$ cat config.mk
export PLATFORM = sky130hd
export DESIGN_NAME = cnn_window_gen
export DESIGN_NICKNAME = d
export VERILOG_FILES = /design/src/rtl/cnn_pkg.sv /design/src/rtl/cnn_line_buf.sv /design/src/rtl/cnn_window_gen.sv
export SDC_FILE = /design/constraint.sdc
export NUM_CORES = 1
export LEC_CHECK = 0
export BUFFER_PORTS_ARGS = -buffer_cell sky130_fd_sc_hd__buf_4
export CORE_ASPECT_RATIO = 1.5
export CORE_MARGIN = 5
export CORE_UTILIZATION = 24
export DETAILED_ROUTE_END_ITERATION = 16
export PLACE_DENSITY = 0.45
export SLEW_MARGIN = 20
export SYNTH_ARGS = -nofsm -noshare
export SYNTH_HDL_FRONTEND = slang
export SYNTH_SLANG_ARGS = --single-unit
$ cat constraint.sdc
create_clock -name clk_i -period 5.5 [get_ports clk_i]
set_input_delay 0.55 -clock clk_i [delete_from_list [all_inputs] [get_ports clk_i]]
set_output_delay 0.55 -clock clk_i [all_outputs]
set_load 0.05 [all_outputs]
$ cat src/rtl/cnn_pkg.sv
// Types and constants shared between the window generator and the conv stage.
// The window layout is row-major, so index 0 is top-left and index 8 is bottom-right.
package cnn_pkg;

    localparam int DATA_WIDTH_DEF = 8;
    localparam int KERNEL_SIZE    = 3;
    localparam int WIN_ELEMS      = KERNEL_SIZE * KERNEL_SIZE;

    typedef logic signed [DATA_WIDTH_DEF-1:0] pixel_t;
    typedef pixel_t [WIN_ELEMS-1:0]           window_t;

    // Flat window index for kernel position (r, c); this matches the conv weight index.
    function automatic int win_idx(input int r, input int c);
        return r * KERNEL_SIZE + c;
    endfunction

endpackage

$ cat src/rtl/cnn_line_buf.sv
// Single-port row delay line. The caller supplies the column as the address,
// so a read returns the value that was written at this column one row earlier.
module cnn_line_buf
    import cnn_pkg::*;
#(
    parameter int DATA_WIDTH = DATA_WIDTH_DEF,
    parameter int DEPTH      = 28,
    localparam int AW        = $clog2(DEPTH)
) (
    input  logic                  clk_i,
    input  logic                  we_i,
    input  logic [AW-1:0]         addr_i,
    input  logic [DATA_WIDTH-1:0] din_i,
    output logic [DATA_WIDTH-1:0] dout_o
);

    // Contents are left unreset: every entry is rewritten before it can reach a valid window.
    logic [DATA_WIDTH-1:0] mem_q [DEPTH];

    assign dout_o = mem_q[addr_i];

    always_ff @(posedge clk_i) begin
        if (we_i) begin
            mem_q[addr_i] <= din_i;
        end
    end

endmodule

$ cat src/rtl/cnn_window_gen.sv
// Turns a raster pixel stream into 3x3 valid-convolution windows. A handshake on
// both sides means a stalled window blocks further pixels.
module cnn_window_gen
    import cnn_pkg::*;
#(
    parameter int DATA_WIDTH = DATA_WIDTH_DEF,
    parameter int IMG_WIDTH  = 28,
    parameter int IMG_HEIGHT = 28
) (
    input  logic                                 clk_i,
    input  logic                                 rst_i,
    input  logic                                 pix_valid_i,
    output logic                                 pix_ready_o,
    input  logic signed [DATA_WIDTH-1:0]         pix_data_i,
    output logic                                 win_valid_o,
    input  logic                                 win_ready_i,
    output logic [WIN_ELEMS-1:0][DATA_WIDTH-1:0] window_o,
    output logic                                 frame_done_o
);

    localparam int CW = $clog2(IMG_WIDTH);
    localparam int RW = $clog2(IMG_HEIGHT);

    logic [CW-1:0]                        col_q, col_d;
    logic [RW-1:0]                        row_q, row_d;
    logic                                 win_valid_q, win_valid_d;
    logic                                 frame_done_q, frame_done_d;
    logic [WIN_ELEMS-1:0][DATA_WIDTH-1:0] win_q, win_d;

    logic                  xfer;
    logic                  last_col, last_row;
    logic                  completing;
    logic [DATA_WIDTH-1:0] row1_pix, row2_pix;

    assign pix_ready_o = !win_valid_q || win_ready_i;
    assign xfer        = pix_valid_i && pix_ready_o;
    assign last_col    = (col_q == CW'(IMG_WIDTH - 1));
    assign last_row    = (row_q == RW'(IMG_HEIGHT - 1));
    assign completing  = (row_q >= RW'(2)) && (col_q >= CW'(2));

    // lb1 holds the row above; lb2 is fed from lb1 and therefore holds two rows up.
    cnn_line_buf #(.DATA_WIDTH(DATA_WIDTH), .DEPTH(IMG_WIDTH)) u_lb1 (
        .clk_i  (clk_i),
        .we_i   (xfer),
        .addr_i (col_q),
        .din_i  (pix_data_i),
        .dout_o (row1_pix)
    );

    cnn_line_buf #(.DATA_WIDTH(DATA_WIDTH), .DEPTH(IMG_WIDTH)) u_lb2 (
        .clk_i  (clk_i),
        .we_i   (xfer),
        .addr_i (col_q),
        .din_i  (row1_pix),
        .dout_o (row2_pix)
    );

    always_comb begin
        col_d        = col_q;
        row_d        = row_q;
        win_d        = win_q;
        win_valid_d  = win_valid_q;
        frame_done_d = 1'b0;

        if (xfer) begin
            if (last_col) begin
                col_d = '0;
                row_d = last_row ? '0 : row_q + RW'(1);
            end else begin
                col_d = col_q + CW'(1);
            end

            // Shift every kernel row one column left and load the new column on the right.
            for (int r = 0; r < KERNEL_SIZE; r++) begin
                for (int c = 0; c < KERNEL_SIZE - 1; c++) begin
                    win_d[win_idx(r, c)] = win_q[win_idx(r, c + 1)];
                end
            end
            win_d[win_idx(0, KERNEL_SIZE - 1)] = row2_pix;
            win_d[win_idx(1, KERNEL_SIZE - 1)] = row1_pix;
            win_d[win_idx(2, KERNEL_SIZE - 1)] = pix_data_i;

            win_valid_d  = completing;
            frame_done_d = last_col && last_row;
        end else if (win_ready_i) begin
            win_valid_d = 1'b0;
        end
    end

    always_ff @(posedge clk_i) begin
        if (rst_i) begin
            col_q        <= '0;
            row_q        <= '0;
            win_q        <= '0;
            win_valid_q  <= 1'b0;
            frame_done_q <= 1'b0;
        end else begin
            col_q        <= col_d;
            row_q        <= row_d;
            win_q        <= win_d;
            win_valid_q  <= win_valid_d;
            frame_done_q <= frame_done_d;
        end
    end

    assign win_valid_o  = win_valid_q;
    assign window_o     = win_q;
    assign frame_done_o = frame_done_q;

endmodule

* Yosys cells after proc, flatten, opt, wreduce, memory -nomap -nowiden
Memory sizes are Yosys's and may differ from the RTL's. A register that Yosys moved wholly into a read port is not among the register bits. Index checks and enable logic that the tools add are counted.
Word-level totals: flip-flop bits (word level) 76, memory bits (writable) 448, bits of input ports 12, output and inout bits 75, word-level logic and storage cells 37, memories 2
Memory list:
- u_lb1.mem_q | depth 28, bits a word 8, read ports 1, clocked after memory_dff 1, wr ports 1, RTL line cnn_line_buf.sv:18 | logic [DATA_WIDTH-1:0] mem_q [DEPTH];
- u_lb2.mem_q | depth 28, bits a word 8, read ports 1, clocked after memory_dff 1, wr ports 1, RTL line cnn_line_buf.sv:18
Cells by class: add/sub/neg operators 2, magnitude comparators 2, equality and inequality tests 2, multiplexer cells 8, bitwise gates (word level) 1, reduce and logical (&&, ||, !) cells 8
Operator list (count):
- $mux W5 | 4
- $add A5 B1 Y5 const B | 2
- $eq A5 B5 Y1 const B | 2
- $ge A5 B2 Y1 const B | 2
- $mux W1 | 4
- $logic_and A1 B1 Y1 | 3
- $reduce_and A2 Y1 | 1
- $reduce_bool A2 Y1 | 1
- $reduce_or A2 Y1 | 1
- $logic_not A1 Y1 | 1
- $logic_or A1 B1 Y1 | 1
- $not A1 Y1 | 1

* Longest topological paths before layout
depth in word-level cells 5, depth in mapped cells 9, gate-level depth less buffers 6

* Hierarchy
Synthesis repeated with hierarchy kept, for this count alone.
Second synthesis, totals: cell total of the unflattened synthesis 1294, area total of the unflattened synthesis 20671.1 um2
By module, submodules not included:
- cnn_line_buf | times used 2, cells each 454, area an instance 8799.7 um2, seq. area each 6726.5 um2
- cnn_window_gen | times used 1, cells each 386, area an instance 3071.7 um2, seq. area each 1681.6 um2

* Worst setup path after synthesis
Ideal clock, no wire load.
path type reg2reg, start point register with a tool-made name, end point memory u_lb2.mem_q[0][0] (netlist name) (data pin), library setup time 0.457 ns, arrival 2.610 ns, data required time 5.043 ns, slack 2.433 ns, stages on the path, launching flop included 5, path buffers 2, period minus slack after synthesis 3.067 ns, path through dfxtp_1 buf_2 buf_2 mux4_2 a221oi_1
RTL lines (RTL line):
- end, declared | cnn_line_buf.sv:18

==> run summary <==
The global-route wire length before repair came out at 78.6 mm. The post-synthesis instance area is 20,500 µm². The total global routing track utilization came out at 11.4%. The average wire per cell in the routed design came out at 21.7 µm. The initial antenna violation count came out at 2. The worst min-delay path startpoint is pix_valid_i. The via count of the first global-routing pass is 11,100. Counting along the longest clock path gives a buffer depth of 3.

Relative to the synthesized area, the layout overhead comes to 18.3%. The detailed-route DRC error count is 0. Cells fill 28.6% of the core in the end. The number of gates given a new drive strength after cts is 0. Clock-pin slew was measured on the worst setup and hold paths at 70 ps. The per-instance average area after synthesis came out at 16.6 µm². Of the post-synthesis cell area, the part taken by muxes is 13.2%.

The run finished with clean final reports. The count of hold buffers inserted by post-cts repair came out at 0. The max-capacitance violation count is 0. The fraction of the mapped netlist area in adder cells came out at 0.427%. The net count of the finished layout is 1,354. The remaining antenna violation count came out at 0.

The first routing iteration left 808 violations. The post-synthesis compound-gate area fraction is 4.13%. The pin slew with the least headroom to its limit is 1020 ps. The synthesized netlist devotes 0.171% of its cell area to XOR and XNOR gates. STA classifies the critical path endpoint as a register. The clock period could shrink to 3390 ps.

Setup repair after global routing left no endpoint under its margin. The simple-gate share of the synthesized area came out at 6.04%. The starting density of the core came out at 24.1%. The number of warnings issued by yosys is 0. The synthesized netlist contains 46 unique library cells. The final count of hold timing violations came out at 0.

Based on the critical path, the design can be clocked at up to 0.295 GHz. The filler cells instantiated in the layout total 8,546. The die extent in x is 249 µm. For this run, the detailed router's first-pass iteration total came to 5. The post-synth net total is 1,253. The normalized max-slew margin is 32.0%. The final-layout setup total negative slack came out at 0 ps.

The depth of the CTS H-tree came out at 2. Clock skew on the completed layout was measured at 14.0 ps. The pin count of the biggest net entering global routing is 85. The core footprint came out at 84,900 µm².

In this run the clock root is driven by a clkbuf_16. Signal routing reaches up to met4. In this run the static leakage power is 7.57 nW. The category of the most critical setup path is register to register. Input and output buffers added on the ports amount to 86. STA puts the critical path data required time at 5810 ps. The fraction of layout instances using a drive strength above 1 is 21.8%. The latest clock arrival within the worst-skew pair is 580 ps.

STA classifies the critical path startpoint as a register. The number of vias per cell after detailed routing came out at 4.29. The power density over the cells is 360 nW/µm². The number of setup violations in the final report is 0. The die covers 91,500 µm². The final layout contains routed wiring with a total length of 54.3 mm. The number of pins with negative max-slew slack in the final report was 0. Counting flops and latches in the post-synthesis netlist gives 537. Wire segments on met3 add up to 2.18 mm in the final route. The die extent in y came out at 368 µm. The post-synthesis cell count is 1,234. The final weighted congestion in routability-driven placement came out at 0.790. TritonCTS built the clock tree. The detailed router put a total of 21.0 mm of wire on met1. The tree built by TritonCTS fans out to 537 sinks. The leftover overflow at the end of global routing came out at 0. STA puts the critical path data arrival time at 3700 ps. In this run the worst hold path is classified as input pin to register. Along the worst path, the maximum fanout reaches 18. In the detailed route, the total length drawn on met2 is 28.9 mm. The number of rows in the core area came out at 131. The wire-length estimate of the detail-placed layout is 34.9 mm.

Detailed routing inserted a total of 10,800 vias. The worst-case reg-to-reg path depth came out at 5. The post-CTS setup-driven buffer insertion count is 0. The worst hold path was traced through 3 stages. After layout, the worst path uses 61.6% of the clock period. Pin placement for this block handled 87 I/O pins.

By area, the combinational part of the netlist is dominated by multiplexers. The sequential cell area fraction in the yosys report is 74.3%. Buffers inserted during clock tree synthesis total 49. The largest voltage drop on the vdd net came out at 0.234 mV.
final cells by class:
type / count / area (µm²) / area share (%)
flip-flops and latches: 537 / 15200 / 62.8
multi-input cells: 619 / 5010 / 20.6
well taps: 1130 / 1410 / 5.83
clock buffers: 59 / 1310 / 5.39
repair buffers: 125 / 955 / 3.94
clock inverters: 33 / 318 / 1.31
inverters: 3 / 11.3 / 0.0464
diodes: 1 / 2.50 / 0.0103
per-stage QoR:
step / worst slack, ps / hold slack [ps] / instance area, µm² / cells / power, W
6_report: 2110 / 296 / 24300 / 2507 / 0.00874
5_1_grt: 1770 / 307 / 24300 / 2506 / 0.00906
4_1_cts: 1970 / 265 / 24200 / 2505 / 0.00886
3_5_place_dp: 1990 / 449 / 22600 / 2413 / 0.00535
3_3_place_gp: 2080 / 443 / 22600 / 2413 / 0.00534
2_1_floorplan: 2430 / 478 / 20500 / 1234 / 0.00507
cells in the mapped netlist, drive strengths merged:
library cell	n	share of area [%]
o311ai	1	0.043
ha	7	0.43
or2	2	0.061
xnor2	1	0.043
nand3	22	0.54
a2111oi	2	0.085
a41oi	1	0.043
a21oi	84	2.1
nor2b	6	0.18
and3	3	0.092
o221ai	1	0.043
and3b	1	0.043
nand2	165	3.0
nor4	1	0.031
clkbuf	35	0.64
a22o	3	0.13
o21a	6	0.22
o211ai	5	0.18
nor3	12	0.29
o21ai	6	0.15
nor2	54	0.99
and4	2	0.085
nand4	8	0.24
inv	3	0.055
o211a	2	0.098
buf	40	1.0
nor3b	3	0.11
nand2b	5	0.15
a22oi	23	0.84
or3b	1	0.043
and2	3	0.092
a311oi	1	0.043
xor2	3	0.13
mux2	2	0.11
mux4	73	8.0
dfxtp	89	8.7
a221oi	2	0.085
edfxtp	448	66
a32o	1	0.049
nand3b	1	0.037
or3	1	0.031
mux2i	103	5.0
a211oi	2	0.073
worst max-delay path, cell delays in order (launching register included):
cell	delay [ps]
dfxtp_1	890
and2_1	680
a22oi_1	210
nand3_1	140
nand4_1	690
buf_4	490
state kept, by name (all words and copies together), names as in the netlist, named ones only:
register and cells:
col_q 5, frame_done_o 1, row_q 5, u_lb1.mem_q 224, u_lb2.mem_q 224, win_valid_o 1
window_o 72
routing by layer:
metal | vias up | global-route usage, %
li1 | 4945 | -
met1 | 5458 | 13.0
met2 | 270 | 21.3
met3 | 90 | 1.76
met4 | 0 | 4.72
met5 | - | 0
logic make-up after synthesis:
family | Yosys count
flops | 537
simple gates | 290
mux | 178
compound gates | 140
buf+inv | 78
fa+ha+maj | 7
xor+xnor | 4
power breakdown:
part / internal, W / total, W / switching (W)
combinational: 0.000218 / 0.000653 / 0.000435
clock: 0.00198 / 0.00350 / 0.00152
sequential: 0.00452 / 0.00458 / 0.0000658
final timing paths:
path / slack [ps] / endpoint
worst max register to register: 2110 / u_lb2.mem_q[4][3]$_DFFE_PP_
worst min register to register: 450 / window_o[3]$_SDFFE_PP0P_
worst min-delay path: 300 / win_valid_o$_SDFFE_PP0P_
worst max-delay path: 2110 / u_lb2.mem_q[4][3]$_DFFE_PP_
layout by cell type, fill, tap and decap left out, drive strengths merged, types with 7 or more instances in the layout:
| cell type | count |
|---|---|
| nor3 | 12 |
| a22oi | 23 |
| ha | 7 |
| a21oi | 84 |
| nand4 | 8 |
| clkbuf | 59 |
| nand2 | 165 |
| clkinv | 23 |
| buf | 125 |
| dfxtp | 89 |
| mux2i | 103 |
| nor2 | 54 |
| mux4 | 73 |
| nand3 | 22 |
| edfxtp | 448 |
(Power assumes the default switching activity.)
